$ cat config.mk
export PLATFORM = sky130hd
export DESIGN_NAME = reset_sequencer
export DESIGN_NICKNAME = d
export VERILOG_FILES = /design/src/rtl/reset_sequencer.sv
export SDC_FILE = /design/constraint.sdc
export NUM_CORES = 1
export LEC_CHECK = 0
export CAP_MARGIN = 25
export CORE_MARGIN = 2
export CORE_UTILIZATION = 30
export DETAILED_ROUTE_END_ITERATION = 10
export PLACE_DENSITY = 0.49
export SLEW_MARGIN = 10
export SYNTH_ARGS = -nofsm -noshare
export SYNTH_HDL_FRONTEND = slang
export SYNTH_SLANG_ARGS = --single-unit
$ cat constraint.sdc
create_clock -name clk -period 2.9 [get_ports clk]
set_input_delay 0.58 -clock clk [delete_from_list [all_inputs] [get_ports clk]]
set_output_delay 0.58 -clock clk [all_outputs]
set_load 0.03 [all_outputs]
$ cat src/rtl/reset_sequencer.sv
// reset_sequencer
//   Power-on / manual reset sequencer with a free-running system tick.
//   After nrst or a (debounced) manual request, every domain is held in
//   reset for HOLD_TICKS ticks, then domains are released one at a time,
//   STAGGER_TICKS ticks apart, domain 0 first.
//
//   Optional feature macro: RESET_SEQ_WDOG_EN
//     defined   -> watchdog in RUN re-runs the sequence if not kicked
//                  within WDOG_TICKS ticks; wdog_fired is sticky.
//     undefined -> kick ignored, wdog_fired tied low.
//
// Ports
//   clk         in   system clock
//   nrst        in   async active-low reset
//   manual_req  in   raw async manual reset request (active-high)
//   kick        in   watchdog kick, 1-cycle pulse, clk-synchronous
//   tick        out  1-cycle pulse at TICK_HZ
//   rst_out     out  per-domain active-high resets
//   seq_done    out  all domains released
//   wdog_fired  out  sticky: watchdog has forced a re-sequence
module reset_sequencer #(
    parameter int CLK_HZ        = 12_000_000,
    parameter int TICK_HZ       = 100,
    parameter int HOLD_TICKS    = 4,
    parameter int NUM_DOMAINS   = 2,
    parameter int STAGGER_TICKS = 1,
    parameter int WDOG_TICKS    = 200
) (
    input  logic                   clk,
    input  logic                   nrst,
    input  logic                   manual_req,
    input  logic                   kick,
    output logic                   tick,
    output logic [NUM_DOMAINS-1:0] rst_out,
    output logic                   seq_done,
    output logic                   wdog_fired
);

    localparam int DIV    = CLK_HZ / TICK_HZ;
    localparam int DW     = $clog2(DIV);
    localparam int RUN_AT = HOLD_TICKS + (NUM_DOMAINS - 1) * STAGGER_TICKS;
    localparam int TW     = $clog2(RUN_AT + 1);

    localparam logic [DW-1:0] DIV_LAST = DW'(DIV - 1);
    localparam logic [TW-1:0] HOLD_C   = TW'(HOLD_TICKS);
    localparam logic [TW-1:0] RUN_C    = TW'(RUN_AT);

    typedef enum logic [1:0] {S_HOLD, S_RELEASE, S_RUN} state_t;

    state_t                 state, state_nxt;
    logic [DW-1:0]          div_cnt;
    logic [TW-1:0]          tick_cnt, cnt_nxt, cnt_inc;
    logic                   man_meta, man_s;
    logic                   wd_timeout;
    logic [NUM_DOMAINS-1:0] rst_nxt;

    // Free-running prescaler; only nrst touches it.
    always_ff @(posedge clk or negedge nrst) begin
        if (!nrst) begin
            div_cnt <= '0;
            tick    <= 1'b0;
        end else begin
            tick    <= (div_cnt == DIV_LAST);
            div_cnt <= (div_cnt == DIV_LAST) ? '0 : div_cnt + DW'(1);
        end
    end

    // Two-flop synchroniser for the raw manual request.
    always_ff @(posedge clk or negedge nrst) begin
        if (!nrst) begin
            man_meta <= 1'b0;
            man_s    <= 1'b0;
        end else begin
            man_meta <= manual_req;
            man_s    <= man_meta;
        end
    end

    always_ff @(posedge clk or negedge nrst) begin
        if (!nrst) begin
            state    <= S_HOLD;
            tick_cnt <= '0;
        end else begin
            state    <= state_nxt;
            tick_cnt <= cnt_nxt;
        end
    end

    // A held man_s keeps clearing tick_cnt, which doubles as the debounce:
    // release only begins after HOLD_TICKS ticks with the request quiet.
    always_comb begin
        state_nxt = state;
        cnt_nxt   = tick_cnt;
        cnt_inc   = (tick_cnt == RUN_C) ? tick_cnt : tick_cnt + TW'(1);
        unique case (state)
            S_HOLD: begin
                if (man_s) begin
                    cnt_nxt = '0;
                end else if (tick) begin
                    cnt_nxt = cnt_inc;
                    // RUN_AT == HOLD_TICKS when there is nothing to stagger
                    if (cnt_inc == RUN_C)       state_nxt = S_RUN;
                    else if (cnt_inc >= HOLD_C) state_nxt = S_RELEASE;
                end
            end
            S_RELEASE: begin
                if (man_s) begin
                    state_nxt = S_HOLD;
                    cnt_nxt   = '0;
                end else if (tick) begin
                    cnt_nxt = cnt_inc;
                    if (cnt_inc == RUN_C) state_nxt = S_RUN;
                end
            end
            S_RUN: begin
                if (man_s || wd_timeout) begin
                    state_nxt = S_HOLD;
                    cnt_nxt   = '0;
                end
            end
            default: begin
                state_nxt = S_HOLD;
                cnt_nxt   = '0;
            end
        endcase
    end

    // Outputs decode from next state / next count so they move on the
    // same edge as the FSM.
    for (genvar g = 0; g < NUM_DOMAINS; g++) begin : g_dom
        localparam logic [TW-1:0] THR = TW'(HOLD_TICKS + g * STAGGER_TICKS);
        assign rst_nxt[g] = (state_nxt == S_HOLD) || (cnt_nxt < THR);
    end

    always_ff @(posedge clk or negedge nrst) begin
        if (!nrst) begin
            rst_out  <= '1;
            seq_done <= 1'b0;
        end else begin
            rst_out  <= rst_nxt;
            seq_done <= (state_nxt == S_RUN);
        end
    end

`ifdef RESET_SEQ_WDOG_EN
    localparam int WW = $clog2(WDOG_TICKS + 1);
    localparam logic [WW-1:0] WD_LAST = WW'(WDOG_TICKS - 1);

    logic [WW-1:0] wd_cnt;

    // A kick on the timeout tick wins.
    assign wd_timeout = (state == S_RUN) && tick && !kick && (wd_cnt == WD_LAST);

    always_ff @(posedge clk or negedge nrst) begin
        if (!nrst) begin
            wd_cnt     <= '0;
            wdog_fired <= 1'b0;
        end else begin
            if (state_nxt != S_RUN || kick)   wd_cnt <= '0;
            else if (state == S_RUN && tick)  wd_cnt <= wd_cnt + WW'(1);
            if (wd_timeout && !man_s)         wdog_fired <= 1'b1;
        end
    end
`else
    localparam int unused_wdog_ticks = WDOG_TICKS;
    logic unused_kick;

    assign unused_kick = kick;
    assign wd_timeout  = 1'b0;
    assign wdog_fired  = 1'b0;
`endif

endmodule

Word level (Yosys, flattened, before mapping)
Cells that the tools add are included.
{"block": "op_classes", "add_sub_neg": 2, "magnitude_cmp": 3, "n_eq_ne": 6, "mux": 15, "reduce_logical": 5}
{"op": "$add 17x1->17 const B", "count": 1}
{"op": "$eq 17x17->1 const B", "count": 1}
{"op": "$mux 17", "count": 1}
{"op": "$mux 2", "count": 8}
{"op": "$mux 3", "count": 4}
{"op": "$eq 3x3->1 const B", "count": 2}
{"op": "$lt 3x3->1 const B", "count": 2}
{"op": "$pmux 2 s3", "count": 1}
{"op": "$pmux 3 s2", "count": 1}
{"op": "$eq 2x2->1 const B", "count": 2}
{"op": "$logic_not 2->1", "count": 2}
{"op": "$add 3x1->3 const B", "count": 1}
{"op": "$ge 3x3->1 const B", "count": 1}
{"op": "$eq 2x1->1 const B", "count": 1}
{"op": "$logic_or 1x1->1", "count": 2}
{"op": "$reduce_or 2->1", "count": 1}
{"block": "word_totals", "ff_bits": 28, "out_inout_bits": 5}

Logic depth before layout (Yosys ltp)
Gate-level depths: netlist of the first run.
{"block": "logic_depth", "depth_word": 10, "mapped_depth": 6}

Worst setup path before layout of the first run
No wires, ideal clock.
{"block": "synth_path", "kind": "register to register", "startpoint": "register tick_cnt[0]", "endpoint": "register rst_out[1]", "setup_ps": 111, "t_arrival_ps": 1594, "t_required_ps": 2789, "setup_slack_ps": 1195, "stages_incl_launch_ff": 6, "path_buffers": 0, "path_cell_list": "dfrtp_1 ha_1 nand2b_1 nor3b_1 a221o_1 o311ai_0"}
{"block": "synth_via", "elab_chain_cells": 10}
{"item": "from (decl)", "line_no": "52", "source": "logic [TW-1:0] tick_cnt, cnt_nxt, cnt_inc;"}
{"item": "from (signal assigned)", "line_no": "85", "source": "tick_cnt <= cnt_nxt;"}
{"item": "$add 3x1->3 / $eq 3x3->1 (equally long branches)", "line_no": "94", "source": "cnt_inc = (tick_cnt == RUN_C) ? tick_cnt : tick_cnt + TW'(1);"}
{"item": "$mux 3", "line_no": "94"}
{"item": "$ge 3x3->1", "line_no": "103", "source": "else if (cnt_inc >= HOLD_C) state_nxt = S_RELEASE;"}
{"item": "$mux 2", "line_no": "103"}
{"item": "$mux 2", "line_no": "102", "source": "if (cnt_inc == RUN_C) state_nxt = S_RUN;"}
{"item": "$mux 2", "line_no": "99", "source": "end else if (tick) begin"}
{"item": "$mux 2", "line_no": "97", "source": "if (man_s) begin"}
{"item": "$pmux 2 s3", "line_no": "95", "source": "unique case (state)"}
{"item": "$logic_not 2->1", "line_no": "132", "source": "assign rst_nxt[g] = (state_nxt == S_HOLD) || (cnt_nxt < THR);"}
{"item": "$logic_or 1x1->1 (*)", "line_no": "132"}
{"item": "via rst_nxt[1]", "line_no": "55", "source": "logic [NUM_DOMAINS-1:0] rst_nxt;"}
{"item": "to (signal assigned)", "line_no": "140", "source": "rst_out <= rst_nxt;"}
{"item": "to (decl)", "line_no": "34", "source": "output logic [NUM_DOMAINS-1:0] rst_out,"}
The timed path passes the listed nets; every way through them passes the cells marked *.

Worst setup path after layout of the first run
{"block": "layout_path", "startpoint": "register rst_out[0]", "endpoint": "output rst_out[0]"}
No word-level cell between the ends.

==> results.toml, run 1 <==
[clock_tree]
cts_root_buffer = "clkbuf_8"
clock_path_buffers = 2
cts_resized = 0
cts_made_buffers = 3
cts_setup_buffers = 0
cts.sinks = 28
ctsHoldBuffers = 0
cts_htree_levels = 1
cts_tree = "built"
insertion_delay_ps = 270
path_clk_slew_ps = 100

[hold_path]
hold_start = "man_meta"
hold_end = "man_s"
min_path_type = "flip-flop to flip-flop"
whs_path_depth = 0

[placed_design]
dp.final_hpwl_um = 1850
routabilityCongestion = 0.867
dpl_cell_area_um2 = 1520
dpl.cell_count = 190
port_buffers = 6

[timing]
finalCritPeriodShare_pct = 70.1
fin_crit_ps = 2030
rsz0062_at_grt = "false"
hold_viol = 0
finalClockSkew_ps = 5.66
tns_ps = 0
setup_viol = 0
slew_viol_final = 0
fmax_mhz = 492
worst_pin_slew_ps = 569
relSlewSlack_pct = 61.8

[critical_path]
critPathArrivalTime_ps = 1450
worst-setup-path-type = "flip-flop to output pin"
cpMaxStageDelayCell = "clkdlybuf4s50_1"
timing.rr.end = "div_cnt[14]"
slowest_delay_ps = 650
reg2reg_slack_ps = 970
reg2reg_from = "div_cnt[8]"
required_ps = 2320
r2r_cells = 5
cp_num_buf_inv = 1
cp-start-kind = "flip-flop"
end_kind = "output pin"
path_cells = "clkdlybuf4s50_1"
critical-path-top-delay-family = "buffers and inverters"
crit_path_max_fanout = 1

[yosys]
yosysSeqAreaShare_pct = 50.1
syn_avg_cell_area_um2 = 10.5
synth_area_um2 = 1400
synthArstFlopShare_pct = 100
synth_top_family_by_area = "simple AND/OR/NAND/NOR gates"
synthCells = 133
synth-seq-cells = 28
synthSimpleGateAreaFrac_pct = 25.7
synth_xor_area_share_pct = 8.12
yosysTopAreaCell = "dfrtp_1"
muxShareOfSynthArea_pct = 0.803
synth.top_cells.by_area = "dfrtp_1, xnor2_1, nand4_1, dfstp_2, xor2_1"
synth_cell_type_count = 38
synth_edf_count = 0
ys_warn_count = 0
yosysTopAreaCellShare_pct = 46.4
synth_compound_area_share_pct = 10.4
ys.flop_type = "dfrtp_1"
synth-adder-area-share_pct = 2.68
syn-num-nets = 140

[die]
core_um2 = 4410
pin_count = 9
rows = 24
start_util_pct = 31.8
dieArea_um2 = 5240
die_h_um = 72.4
die_w_um = 72.4

[global_routing]
grt_pass1_wl_um = 4370
antenna_found_initial = 0
grt_max_degree = 29
grt_overflow = 0
grt_pass1_vias = 935
track_usage_pct = 10.7

[detailed_routing]
wl_met2_um = 1310
post-route-drc-count = 0
avgRoutedWirePerCell_um = 13.7
wl_met3_um = 59
drt_iter0_drc = 41
avgViaCountPerCell = 5.27
dr.max_layer_used = "met4"
wirelength_met1_um = 1260
num_vias = 1023
drt-total-wl_um = 2650
dr.pass1.iters = 4
drtAntennaViolNets = 0

[pwr]
peakVddDrop_mv = 0.144
powerDensity_nw_per_um2 = 411
finalPower_mw = 0.648
leakage_nw = 0.633

[run_status]
status = "complete, no violations"

[final_layout]
fin_cells = 194
finalNetCount = 150
num_antenna_cells = 0
areaGrowthSynthToFinish_pct = 12.6
mostFrequentLayoutCell = "dfrtp_1"
seq_area_um2 = 703
drive_gt1_share_pct = 9.86
fill_cells = 457
utilization_pct = 35.8
multiInputGateArea_um2 = 673
final_cell_mix = "dfrtp_1, nand2_1, nor2_1"
fin_area_um2 = 1580

[flow_run]
drv_cap = 0
worst max path at each step:
stage	startpoint	end	slack (ps)	depth (start not counted)
6_report	rst_out[0]	rst_out[0]	870	1
5_1_grt	rst_out[1]	rst_out[1]	820	1
4_1_cts	rst_out[0]	rst_out[0]	850	1
3_5_place_dp	div_cnt[8]	div_cnt[14]	990	5
3_3_place_gp	div_cnt[9]	div_cnt[14]	1010	5
2_1_floorplan	tick_cnt[0]	rst_out[1]	1200	5
kinds of logic after synthesis:
group / after synthesis
fa+ha+maj: 3
flops: 28
xor+xnor: 13
simple gates: 64
compound gates: 18
mux: 1
other cells: 1
buf+inv: 5
registers in the layout, indices dropped and copies added, names as in the netlist:
| register | cells |
|---|---|
| tick | 1 |
| seq_done | 1 |
| rst_out | 2 |
| tick_cnt | 3 |
| state | 2 |
| man_s | 1 |
| man_meta | 1 |
| div_cnt | 17 |
power by group:
group          switching [mW]  internal, mW
registers             0.00218         0.392
clock network           0.120         0.121
logic                 0.00970       0.00355
cell type report:
| type | instances | share of cell area (%) |
|---|---|---|
| multi-input cells | 100 | 42.6 |
| repair buffers | 8 | 4.75 |
| well taps | 52 | 4.12 |
| clock buffers | 4 | 3.49 |
| inverters | 2 | 0.475 |
| flip-flops and latches | 28 | 44.5 |
cell usage after synthesis (2+ instances only):
library cell and number:
buf_4 2, dfstp_2 2, nand4_1 9, ha_1 3, and2_1 2, nor4_1 3
nor3_1 3, o31ai_1 2, o41ai_1 3, nand3b_1 2, nor3b_1 2, nand2_1 12
dfrtp_1 26, nor2_1 11, inv_1 2, or2_2 2, nor2b_1 2, xor2_1 6
a21oi_1 6, nor4bb_1 2, nand3_1 7, nand2b_1 2, xnor2_1 7
through the flow:
step,hold WS [ps],setup WS [ps]
global route,375,818
floorplan,284,1200
CTS,359,847
detailed placement,338,989
global placement,336,1010
finish,355,867
layer usage:
metal,GRT usage (%),vias to the layer above
met5,0,-
met4,4.32,0
met3,2.08,2
met2,18.0,11
met1,13.6,507
li1,-,503
No activity file was read; power rests on OpenSTA's default activity.
==> run 2: changes to the inputs <==
- PLACE_DENSITY: 0.49 -> 0.51
- clock period: 2.9 -> 1.68 ns (I/O delays scaled with it)
==> run 2 against run 1 <==
  * Die area is the same
  * Critical path depth increased by 6
  * Core utilization grew 3.0 points
  * Final cell count up 5.2%
  * Clock-buffer cell count did not move
  * Clock power rose by 70%
  * First-iteration DRC count up 66%
  * Register-to-register slack lost 970 ps
  * Worst hold slack gained 5.1 ps
==> results.toml, run 2 (synthesized netlist as in run 1, its figures left out) <==
[run_status]
status = "complete, no violations"

[die]
pin_count = 9
start_util_pct = 31.8
die_w_um = 72.4
die_h_um = 72.4
dieArea_um2 = 5240
rows = 24
core_um2 = 4410

[clock_tree]
path_clk_slew_ps = 90
insertion_delay_ps = 270
clock_path_buffers = 2
cts_root_buffer = "clkbuf_8"
ctsHoldBuffers = 0
cts_htree_levels = 1
cts_made_buffers = 3
cts_tree = "built"
cts.sinks = 28

[placed_design]
routabilityCongestion = 0.764
place_ws_ps = -10.3
port_buffers = 6
dp.final_hpwl_um = 1860

[detailed_routing]
dr.pass1.iters = 4
drt-total-wl_um = 2700
num_vias = 1076
avgViaCountPerCell = 5.27
avgRoutedWirePerCell_um = 13.2
post-route-drc-count = 0
drt_iter0_drc = 68
drtAntennaViolNets = 0

[critical_path]
reg2reg_slack_ps = 4
r2r_cells = 7
cpMaxStageDelayCell = "dfrtp_1"
reg2reg_from = "tick_cnt[1]"
cp-start-kind = "flip-flop"
required_ps = 1840
end_kind = "flip-flop"
critPathArrivalTime_ps = 1840
slowest_delay_ps = 400
crit_path_max_fanout = 4
timing.rr.end = "state[0]"
path_cells = "inv_1, ha_4, nand2b_4, o31ai_2, a221o_1, buf_4, o2bb2ai_1"
worst-setup-path-type = "flip-flop to flip-flop"

[global_routing]
grt_max_degree = 29
grt_overflow = 0
grt_pass1_vias = 1039
grt_pass1_wl_um = 4640
track_usage_pct = 11.1
antenna_found_initial = 0

[pwr]
finalPower_mw = 1.11
peakVddDrop_mv = 0.243
powerDensity_nw_per_um2 = 650
leakage_nw = 0.691

[hold_path]
hold_start = "man_meta"
min_path_type = "flip-flop to flip-flop"
whs_path_depth = 0
hold_end = "man_s"

[final_layout]
finalNetCount = 160
reg_top3 = "div_cnt: 17 flops, tick_cnt: 3 flops"
areaGrowthSynthToFinish_pct = 21.9
mostFrequentLayoutCell = "dfrtp_1"
num_antenna_cells = 0
regMostFlops = "div_cnt"
largest_reg_flops = 17
drive_gt1_share_pct = 22.4
final_cell_mix = "dfrtp_1, nand2_1, buf_4"

[timing]
rsz0062_at_grt = "true"
holdWs_ps = 361
setup_viol = 0
worst_slack_ps = 4.50
finalCritPeriodShare_pct = 99.7
fin_crit_ps = 1680
hold_viol = 0
finalClockSkew_ps = 4.26
fmax_mhz = 597
tns_ps = 0
slew_viol_final = 0

[flow_run]
drv_cap = 0
-- run 2: final cells by class --
cell class              instances  area, um2
flip-flops and latches         28        703
well taps                      52       65.1
inverters                       2       7.51
multi-input cells             100        733
clock buffers                   4       55.1
fillers                       434       2700
repair buffers                 18        146
-- run 2: power by group --
group          total [mW]  leakage [nW]  internal (mW)  switching (mW)
sequential          0.680         0.365          0.676         0.00352
combinational      0.0230         0.297        0.00637          0.0166
clock               0.410        0.0288          0.210           0.200
total                1.11         0.691          0.892           0.220
-- run 2: metal layers --
layer	up-vias	part of all wire (%)	track usage (%)
li1	523	-	-
met1	529	45	14.7
met4	0	0.52	4.32
met5	-	0	0
met3	2	3.2	1.67
met2	22	52	18.5
-- run 2: worst max path at each step --
stage	startpoint	to	slack [ps]	cells after the start
after CTS	tick_cnt[0]	rst_out[1]	-10	5
final	tick_cnt[1]	state[0]	4	7
after floorplan	tick_cnt[0]	rst_out[1]	30	5
after detailed placement	tick_cnt[1]	rst_out[1]	-10	6
after global routing	tick_cnt[1]	state[0]	-60	7
after global placement	tick_cnt[1]	rst_out[1]	-20	6
-- run 2: timing repair --
item / CTS / global route
endpoints found under the setup margin: 6 / 7
pin swaps: 1 / 4
resized for setup: 4 / 9
gates cloned: 0 / 0
buffers inserted: 1 / 2
-- run 2: stage by stage --
step,cell area [um2],std cells,util [%]
6_report,1710,204,38.7
3_3_place_gp,1580,197,35.7
5_1_grt,1710,204,38.7
3_5_place_dp,1580,197,35.7
2_1_floorplan,1400,133,-
4_1_cts,1640,202,37.2
-- run 2: critical path, delay by kind of cell, from the launching register on --
family / cells / cell delay, ps
AOI/OAI and AO/OA: 3 / 600
adders and majority gates: 1 / 290
buffers and inverters: 2 / 230
DFF: 1 / 400
and+or+nand+nor: 1 / 60
